[config.mk]
export PLATFORM = sky130hd
export DESIGN_NAME = stun_controller
export DESIGN_NICKNAME = d
export VERILOG_FILES = /design/src/rtl/stun_controller.sv
export SDC_FILE = /design/constraint.sdc
export NUM_CORES = 1
export LEC_CHECK = 0
export BUFFER_PORTS_ARGS = -buffer_cell sky130_fd_sc_hd__buf_2
export CAP_MARGIN = 10
export CORE_MARGIN = 4
export CORE_UTILIZATION = 35
export CTS_CLUSTER_DIAMETER = 200
export DETAILED_ROUTE_END_ITERATION = 16
export PLACE_DENSITY_LB_ADDON = 0.08
export RECOVER_POWER = 25
export SLEW_MARGIN = 30
export SYNTH_ARGS = -nofsm -noshare
export SYNTH_HDL_FRONTEND = slang
export SYNTH_SLANG_ARGS = --single-unit
[constraint.sdc]
create_clock -name clk -period 7.45 [get_ports clk]
set_clock_uncertainty 0.1 [all_clocks]
set_input_delay 0.3725 -clock clk [delete_from_list [all_inputs] [get_ports clk]]
set_output_delay 0.3725 -clock clk [all_outputs]
set_load 0.005 [all_outputs]
[src/rtl/stun_controller.sv]
// stun_controller: bomb lifecycle sequencer (IDLE -> FUSE -> BLAST -> COOLDOWN)
// with blast-box hit detection and independent per-player stun timers.
module stun_controller #(
  parameter int FUSE_CYCLES     = 100,
  parameter int BLAST_CYCLES    = 10,
  parameter int STUN_CYCLES     = 200,
  parameter int COOLDOWN_CYCLES = 50,
  parameter int BLAST_RADIUS    = 16,
  parameter int CNT_W           = 28
) (
  input  logic       clk,
  input  logic       reset,
  input  logic       bomb_request,
  input  logic [9:0] bomb_x_in,
  input  logic [8:0] bomb_y_in,
  input  logic [9:0] red_x,
  input  logic [8:0] red_y,
  input  logic [9:0] blue_x,
  input  logic [8:0] blue_y,
  output logic       bomb_accepted,
  output logic       bomb_active,
  output logic       bomb_exploding,
  output logic [9:0] bomb_x,
  output logic [8:0] bomb_y,
  output logic       red_stun,
  output logic       blue_stun
);

  localparam logic [1:0] IDLE     = 2'd0;
  localparam logic [1:0] FUSE     = 2'd1;
  localparam logic [1:0] BLAST    = 2'd2;
  localparam logic [1:0] COOLDOWN = 2'd3;

  // Phase counters hold "cycles remaining minus one" so a zero count marks
  // the last cycle of the phase.
  localparam logic [CNT_W-1:0] FUSE_LOAD     = CNT_W'(FUSE_CYCLES - 1);
  localparam logic [CNT_W-1:0] BLAST_LOAD    = CNT_W'(BLAST_CYCLES - 1);
  localparam logic [CNT_W-1:0] COOLDOWN_LOAD = CNT_W'(COOLDOWN_CYCLES - 1);
  // Stun counters hold "cycles of stun still to show"; nonzero means stunned.
  localparam logic [CNT_W-1:0] STUN_LOAD     = CNT_W'(STUN_CYCLES);
  localparam logic [31:0]      RADIUS        = 32'(BLAST_RADIUS);

  logic [1:0]       state;
  logic [CNT_W-1:0] phaseCnt;
  logic             acceptedReg;
  logic [9:0]       bombXReg;
  logic [8:0]       bombYReg;
  logic [CNT_W-1:0] redCnt;
  logic [CNT_W-1:0] blueCnt;
  logic             redHitFlag;
  logic             blueHitFlag;
  logic             acceptNow;
  logic             redHit;
  logic             blueHit;

  // Unsigned absolute difference at full width; never wraps.
  function automatic logic [9:0] absDiffX(input logic [9:0] a, input logic [9:0] b);
    return (a >= b) ? (a - b) : (b - a);
  endfunction

  function automatic logic [8:0] absDiffY(input logic [8:0] a, input logic [8:0] b);
    return (a >= b) ? (a - b) : (b - a);
  endfunction

  // Inclusive square box test around the latched bomb position.
  function automatic logic inBlastBox(input logic [9:0] px, input logic [8:0] py,
                                      input logic [9:0] bx, input logic [8:0] by);
    return (32'(absDiffX(px, bx)) <= RADIUS) && (32'(absDiffY(py, by)) <= RADIUS);
  endfunction

  assign acceptNow = (state == IDLE) && bomb_request;
  assign redHit    = (state == BLAST) && inBlastBox(red_x, red_y, bombXReg, bombYReg);
  assign blueHit   = (state == BLAST) && inBlastBox(blue_x, blue_y, bombXReg, bombYReg);

  // Lifecycle FSM: accepts a request only in IDLE and times each phase.
  always_ff @(posedge clk) begin
    if (reset) begin
      state       <= IDLE;
      phaseCnt    <= '0;
      acceptedReg <= 1'b0;
      bombXReg    <= '0;
      bombYReg    <= '0;
    end else begin
      acceptedReg <= 1'b0;
      case (state)
        IDLE: begin
          if (bomb_request) begin
            state       <= FUSE;
            phaseCnt    <= FUSE_LOAD;
            acceptedReg <= 1'b1;
            bombXReg    <= bomb_x_in;
            bombYReg    <= bomb_y_in;
          end
        end
        FUSE: begin
          if (phaseCnt == '0) begin
            state    <= BLAST;
            phaseCnt <= BLAST_LOAD;
          end else begin
            phaseCnt <= phaseCnt - 1'b1;
          end
        end
        BLAST: begin
          if (phaseCnt == '0) begin
            state    <= COOLDOWN;
            phaseCnt <= COOLDOWN_LOAD;
          end else begin
            phaseCnt <= phaseCnt - 1'b1;
          end
        end
        COOLDOWN: begin
          if (phaseCnt == '0) begin
            state    <= IDLE;
            phaseCnt <= '0;
          end else begin
            phaseCnt <= phaseCnt - 1'b1;
          end
        end
        default: begin
          state    <= IDLE;
          phaseCnt <= '0;
        end
      endcase
    end
  end

  // Stun timers: run independently of the FSM; a hit loads a timer only when
  // that player is not already stunned and has not been hit by this bomb.
  always_ff @(posedge clk) begin
    if (reset) begin
      redCnt      <= '0;
      blueCnt     <= '0;
      redHitFlag  <= 1'b0;
      blueHitFlag <= 1'b0;
    end else begin
      if (redCnt != '0) redCnt <= redCnt - 1'b1;
      if (blueCnt != '0) blueCnt <= blueCnt - 1'b1;

      if (acceptNow) begin
        redHitFlag <= 1'b0;
      end else if (redHit && !redHitFlag && (redCnt == '0)) begin
        redCnt     <= STUN_LOAD;
        redHitFlag <= 1'b1;
      end

      if (acceptNow) begin
        blueHitFlag <= 1'b0;
      end else if (blueHit && !blueHitFlag && (blueCnt == '0)) begin
        blueCnt     <= STUN_LOAD;
        blueHitFlag <= 1'b1;
      end
    end
  end

  assign bomb_accepted  = acceptedReg;
  assign bomb_active    = (state == FUSE) || (state == BLAST);
  assign bomb_exploding = (state == BLAST);
  assign bomb_x         = bombXReg;
  assign bomb_y         = bombYReg;
  assign red_stun       = (redCnt != '0);
  assign blue_stun      = (blueCnt != '0);

endmodule

==> results of run 1 <==
## cell usage after synthesis, drive strengths merged (3+ instances only)
cell type	n
a2111oi	5
nand3b	4
a21o	20
a21oi	73
o31ai	5
o211ai	12
o31a	4
buf	7
a21boi	3
nand2	97
and4	4
o211a	3
nor3b	7
a221o	4
o21a	8
nor2	122
nand3	17
o2111ai	3
clkbuf	36
o21ai	44
a211oi	11
nor3	39
a31oi	7
o311ai	3
nand4	4
ha	80
or2	9
inv	74
a211o	4
a221oi	3
xor2	38
or4	16
and2	10
nor4	18
or3	15
o41ai	4
mux2i	5
nor2b	13
dfxtp	108
and3	5
nand2b	17
o22ai	3
xnor2	43
## through the flow
| step | worst slack [ns] | util [%] | cells | cell area (µm²) | total power [µW] |
|---|---|---|---|---|---|
| floorplan | 4.62 | - | 1035 | 7990 | 2480 |
| global placement | 4.23 | 38.1 | 1362 | 8610 | 2900 |
| detailed placement | 4.20 | 38.1 | 1362 | 8610 | 2890 |
| CTS | 4.24 | 39.5 | 1378 | 8910 | 3400 |
| global route | 3.82 | 39.4 | 1378 | 8900 | 3700 |
| finish | 4.17 | 39.4 | 1378 | 8900 | 3350 |
## metal layers
layer  GRT usage [%]  vias up
li1                -     3733
met4            4.06        0
met1            21.2     3184
met2            25.2      110
met3            3.11       22
met5               0        -
## critical path, stage by stage (launching register included)
cell      delay (ns)
dfxtp_1         0.38
ha_1            0.46
and3_1          0.24
o21ai_0         0.20
a31oi_1         0.28
o211ai_1        0.13
a2111o_1        0.36
nor4_1          0.57
o211ai_1        0.27
o21ai_0         0.21
## power by group through the flow
stage | clock (µW) | sequential, µW | combinational (µW)
3_5_place_dp | 0 | 973 | 1910
2_1_floorplan | 0 | 933 | 1550
4_1_cts | 512 | 964 | 1920
5_1_grt | 528 | 999 | 2170
6_report | 487 | 962 | 1900
3_3_place_gp | 0 | 976 | 1920
## final cells by class
type	count	area, µm²
clock buffers	9	225
multi-input cells	810	5380
well taps	285	357
fillers	2413	13700
inverters	74	278
flip-flops and latches	108	2160
clock inverters	7	75.1
repair buffers	85	419
## cell usage in the layout, fill, tap and decap left out, types with 4 or more instances in the layout
cell type,synthesis,final
ha_1,80,80
o21ai_0,43,43
a2111oi_0,4,4
nand3_1,17,17
nand4_1,4,4
nor4_1,17,17
o21a_1,8,8
a211oi_1,10,10
and2_1,9,8
nor3b_1,7,7
a211o_1,4,4
and4_1,4,4
or4_1,14,14
o211ai_1,12,12
clkbuf_16,0,9
and3_1,5,5
a21oi_1,73,73
o31ai_1,4,4
o41ai_1,4,4
nand2_1,97,97
or2_2,8,8
nor2_1,122,122
nand3b_1,4,4
mux2i_1,5,5
a21o_1,20,20
buf_2,3,74
nand2b_1,16,16
dfxtp_1,108,108
o31a_1,4,4
clkbuf_1,36,9
xnor2_1,43,43
a221o_1,4,4
a31oi_1,7,7
nor3_1,38,38
xor2_1,38,38
nor2b_1,13,13
inv_1,74,74
or3_1,15,15
## flip-flops by register name (all words and copies together) (netlist names)
| register | cells |
|---|---|
| blueCnt | 28 |
| phaseCnt | 28 |
| redCnt | 28 |
| bomb_x | 10 |
| bomb_y | 9 |
| state | 2 |
| blueHitFlag | 1 |
| bomb_accepted | 1 |
| redHitFlag | 1 |
## cells by family (layout without fill, tap and decap cells)
logic type / count (synthesis) / after routing / synth area share (%)
fa+ha+maj: 80 / 80 / 12.5
simple gates: 406 / 406 / 25.5
xor+xnor: 81 / 81 / 8.88
mux: 6 / 6 / 0.767
flops: 108 / 108 / 27.1
buf+inv: 117 / 175 / 5.64
compound gates: 237 / 237 / 19.7
## how the worst max path moves through the flow
stage | end | slack, ns | start
after floorplan | phaseCnt[22] | 4.62 | state[0]
after global placement | blueCnt[3] | 4.23 | blue_x[1]
after detailed placement | blueCnt[3] | 4.20 | blue_x[1]
after CTS | red_stun | 4.24 | redCnt[10]
after global routing | blueHitFlag | 3.82 | bomb_y[1]
final | blueHitFlag | 4.17 | bomb_x[3]
==> flow_summary.json, run 1 <==
{
  "status": "finished clean",
  "cts_tree": "done",
  "hold_path_class": "in2reg",
  "p_int_uw": 1840,
  "fin_crit_sh_pct": 44.0,
  "yosysTopAreaCellShare_pct": 27.1,
  "fin_setup_tns_ns": 0,
  "grt_pass1_wl_um": 33500,
  "post_cts_resized": 0,
  "post_cts.repair.setup_buffers": 0,
  "nNetsFinal": 1228,
  "root_buffer": "clkbuf_16",
  "setup_viol": 0,
  "drtPass1Iterations": 4,
  "cts_buffers": 9,
  "max-cap-violations": 0,
  "crit_path_max_fanout": 8,
  "track_usage_pct": 15.5,
  "dieArea_um2": 25300,
  "power_density_nw_per_um2": 377,
  "max_freq_mhz": 305,
  "clock_sinks": 108,
  "r2r-end": "blueHitFlag",
  "netlist_top_cells_area": "dfxtp_1 27%, ha_1 13%, nor2_1 5.7%",
  "wl_per_cell_um": 14.3,
  "clkPwrFrac_pct": 14.5,
  "area_delta_synth_final_pct": 11.3,
  "gp_congestion": 0.870,
  "remaining_drc_errors": 0,
  "cp.arrival_ns": 3.46,
  "worst_r2r_path_depth": 9,
  "core_area_um2": 22600,
  "clk_path_buf_depth": 2,
  "wl_met3_um": 762,
  "via_per_inst": 5.12,
  "synth_edf_count": 0,
  "combPwrFrac_pct": 56.8,
  "p_switching_uw": 1520,
  "syn_inst": 1035,
  "vias": 7049,
  "max_slew_margin_pct": 11.2,
  "wl_met2_um": 8790,
  "die_h_um": 159,
  "hpwl_um": 14900,
  "seq_power_share_pct": 28.7,
  "boundaryPins": 84,
  "gr-total-overflow": 0,
  "ys_seq_elements": 108,
  "worst_pin_slew_ns": 1.33,
  "yosys.area.top_type": "dfxtp_1",
  "power.leakage_uw": 0.00383,
  "r2r_slack_ns": 4.17,
  "async_flop_share_pct": 0,
  "std_cell_rows": 55,
  "clk_pin_slew_worst_paths_ns": 0.09,
  "slew_violations": 0,
  "r2r_start": "bomb_x[3]",
  "grt_pass1_vias": 6739,
  "crit_type": "reg2reg",
  "cp_data_required_time_ns": 7.63,
  "drt-met1-wl_um": 9750,
  "whs_endpoint": "bomb_x[6]",
  "min_from": "bomb_x_in[6]",
  "synth_nets": 1175,
  "setup.worst_path.start_class": "flop",
  "synth-main-ff-cell": "dfxtp_1",
  "cts_max_level": 3,
  "whs_path_depth": 3,
  "fin_crit_ns": 3.28,
  "drive_gt1_share_pct": 10.6,
  "switching_share_pct": 45.2,
  "syn_area_per_cell_um2": 7.72,
  "top_layer": "met4",
  "diodes": 0,
  "start_util_pct": 35.4,
  "ir_worst_vdd_mv": 0.197,
  "final_hold_viol_count": 0,
  "rsz0062_at_grt": "no",
  "grt_max_degree": 50,
  "portBuffers": 83,
  "die_w_um": 159,
  "ant_nets": 0,
  "hold_buffers": 0,
  "end_kind": "flop",
  "netlist_area_um2": 7990,
  "ys_types": 76,
  "yosysSeqAreaShare_pct": 27.1,
  "drt-total-wl_um": 19700,
  "drtIter0Drc": 330,
  "antenna_found_initial": 0,
  "clk_latency_ns": 0.36,
  "yosysWarnings": 0,
  "hold_ws_ns": 0.136
}
No activity file was read; power rests on OpenSTA's default activity.
==> inputs of run 2 (changes only) <==
- clock period: 7.45 -> 2.9 ns (I/O delays scaled with it)
==> run 2 against run 1 <==
- final area grew 9.2%
- flip-flop and latch count is the same
- critical path depth is the same
- final cell count grew 6.4%
- setup slack lost 4.0 ns
- sequential share of layout area shrank 2.0 points
- via count grew 5.4%
- global-route usage grew 0.65 points
- register-to-register slack lost 4.0 ns
- largest cell class unchanged
==> flow_summary.json, run 2 (synthesized netlist as in run 1, its figures left out) <==
{
  "cp.arrival_ns": 2.92,
  "fin_setup_tns_ns": 0,
  "slew_violations": 0,
  "ir_worst_vdd_mv": 0.517,
  "setup.worst_path.start_class": "flop",
  "finalWorstSetupSlack_ns": 0.123,
  "power.leakage_uw": 0.00426,
  "boundaryPins": 84,
  "postLayoutCellArea_um2": 9710,
  "pre_cts_ws_ns": -0.0941,
  "die_h_um": 159,
  "die_w_um": 159,
  "ant_nets": 0,
  "drive_gt1_share_pct": 17.6,
  "mostFrequentLayoutCells": "121 x nor2_1, 103 x dfxtp_1, 96 x nand2_1",
  "setup_viol": 0,
  "max_freq_mhz": 360,
  "core_area_um2": 22600,
  "clk_path_buf_depth": 2,
  "gp_congestion": 0.839,
  "end_kind": "flop",
  "whs_endpoint": "bomb_x[7]",
  "clk_pin_slew_worst_paths_ns": 0.07,
  "crit_type": "reg2reg",
  "via_per_inst": 5.07,
  "worst_r2r_path_depth": 9,
  "drt-total-wl_um": 20900,
  "cts_tree": "done",
  "start_util_pct": 35.4,
  "max_slew_margin_pct": 26.5,
  "reg_top3": "blueCnt: 28 flops, phaseCnt: 28 flops, redCnt: 28 flops",
  "dieArea_um2": 25300,
  "crit_path_max_fanout": 7,
  "antenna_found_initial": 0,
  "r2r_slack_ns": 0.12,
  "fin_crit_ns": 2.78,
  "drtIter0Drc": 340,
  "vias": 7429,
  "dp.cells": 1432,
  "grt_pass1_vias": 7146,
  "diodes": 0,
  "r2r-end": "redCnt[0]",
  "cts_buffers": 9,
  "nNetsFinal": 1316,
  "area_delta_synth_final_pct": 21.6,
  "root_buffer": "clkbuf_16",
  "power_density_nw_per_um2": 969,
  "final_util_pct": 43.0,
  "worst_pin_slew_ns": 1.10,
  "portBuffers": 83,
  "wl_per_cell_um": 14.2,
  "cp_data_required_time_ns": 3.05,
  "final_hold_viol_count": 0,
  "hold_path_class": "in2reg",
  "cts_max_level": 3,
  "clock_sinks": 108,
  "clk_latency_ns": 0.35,
  "grt_max_degree": 41,
  "track_usage_pct": 16.2,
  "gr-total-overflow": 0,
  "min_from": "bomb_x_in[7]",
  "status": "finished clean",
  "finalNonFillerCells": 1466,
  "final_common_cell": "nor2_1",
  "std_cell_rows": 55,
  "max-cap-violations": 0,
  "remaining_drc_errors": 0,
  "r2r_start": "bomb_x[7]",
  "whs_path_depth": 3,
  "cp-startpoint": "bomb_x[7]",
  "postPlaceCellArea_um2": 9150,
  "grt_pass1_wl_um": 34800,
  "hpwl_um": 16100,
  "drtPass1Iterations": 5,
  "fin_crit_sh_pct": 95.8
}
==> run 2: worst max-delay path by stage <==
stage	cells past startpoint	to	slack (ns)
2_1_floorplan	10	phaseCnt[22]	0.07
3_3_place_gp	10	blueCnt[3]	-0.10
3_5_place_dp	10	blueHitFlag	-0.09
4_1_cts	10	redCnt[1]	0.002
5_1_grt	9	blueHitFlag	-0.003
6_report	9	redCnt[0]	0.12
==> run 2: layer usage <==
| layer | up-vias | wire (µm) | GRT usage (%) |
|---|---|---|---|
| met4 | 0 | 297 | 3.94 |
| met1 | 3387 | 10300 | 21.8 |
| met5 | - | 0 | 0 |
| li1 | 3911 | - | - |
| met2 | 112 | 9560 | 27.1 |
| met3 | 19 | 761 | 2.61 |
==> run 2: what timing repair did <==
| action | CTS | global route |
|---|---|---|
| buffers inserted | 0 | 1 |
| resized for setup | 3 | 29 |
| hold buffers | 18 | 0 |
| setup endpoints to repair | 6 | 39 |
| pin swaps | 0 | 10 |
| endpoints found under the hold margin | 18 | 0 |
==> run 2: through the flow <==
step | power, µW | hold slack [ns]
after floorplan | 6370 | 0.181
after global placement | 8050 | 0.289
after detailed placement | 8040 | 0.293
after CTS | 9440 | 0.00931
after global routing | 10400 | 0.0252
final | 9410 | 0.0214
==> run 2: area by class of cell <==
type	instances	area, µm²
fill	2355	12900
tap	285	357
clock buffer	9	225
timing repair buffer	173	1130
clock inverter	7	82.6
inverter	74	278
sequential	108	2170
multi-input combinational	810	5470
==> run 2: critical path: stages (launching register included) <==
cell and delay (ns):
dfxtp_2 0.37, ha_1 0.38, a21oi_1 0.28, o31ai_1 0.12, a221o_1 0.36, a311o_1 0.30
a311oi_2 0.19, and4_1 0.27, o211ai_1 0.13, and3b_1 0.18
==> run 2: power by group <==
group          switching, µW  leakage, µW  internal (µW)  total (µW)
Clock                    628     0.000150            687        1320
Sequential               445     0.000884           2000        2440
Combinational           3000      0.00323           2650        5650
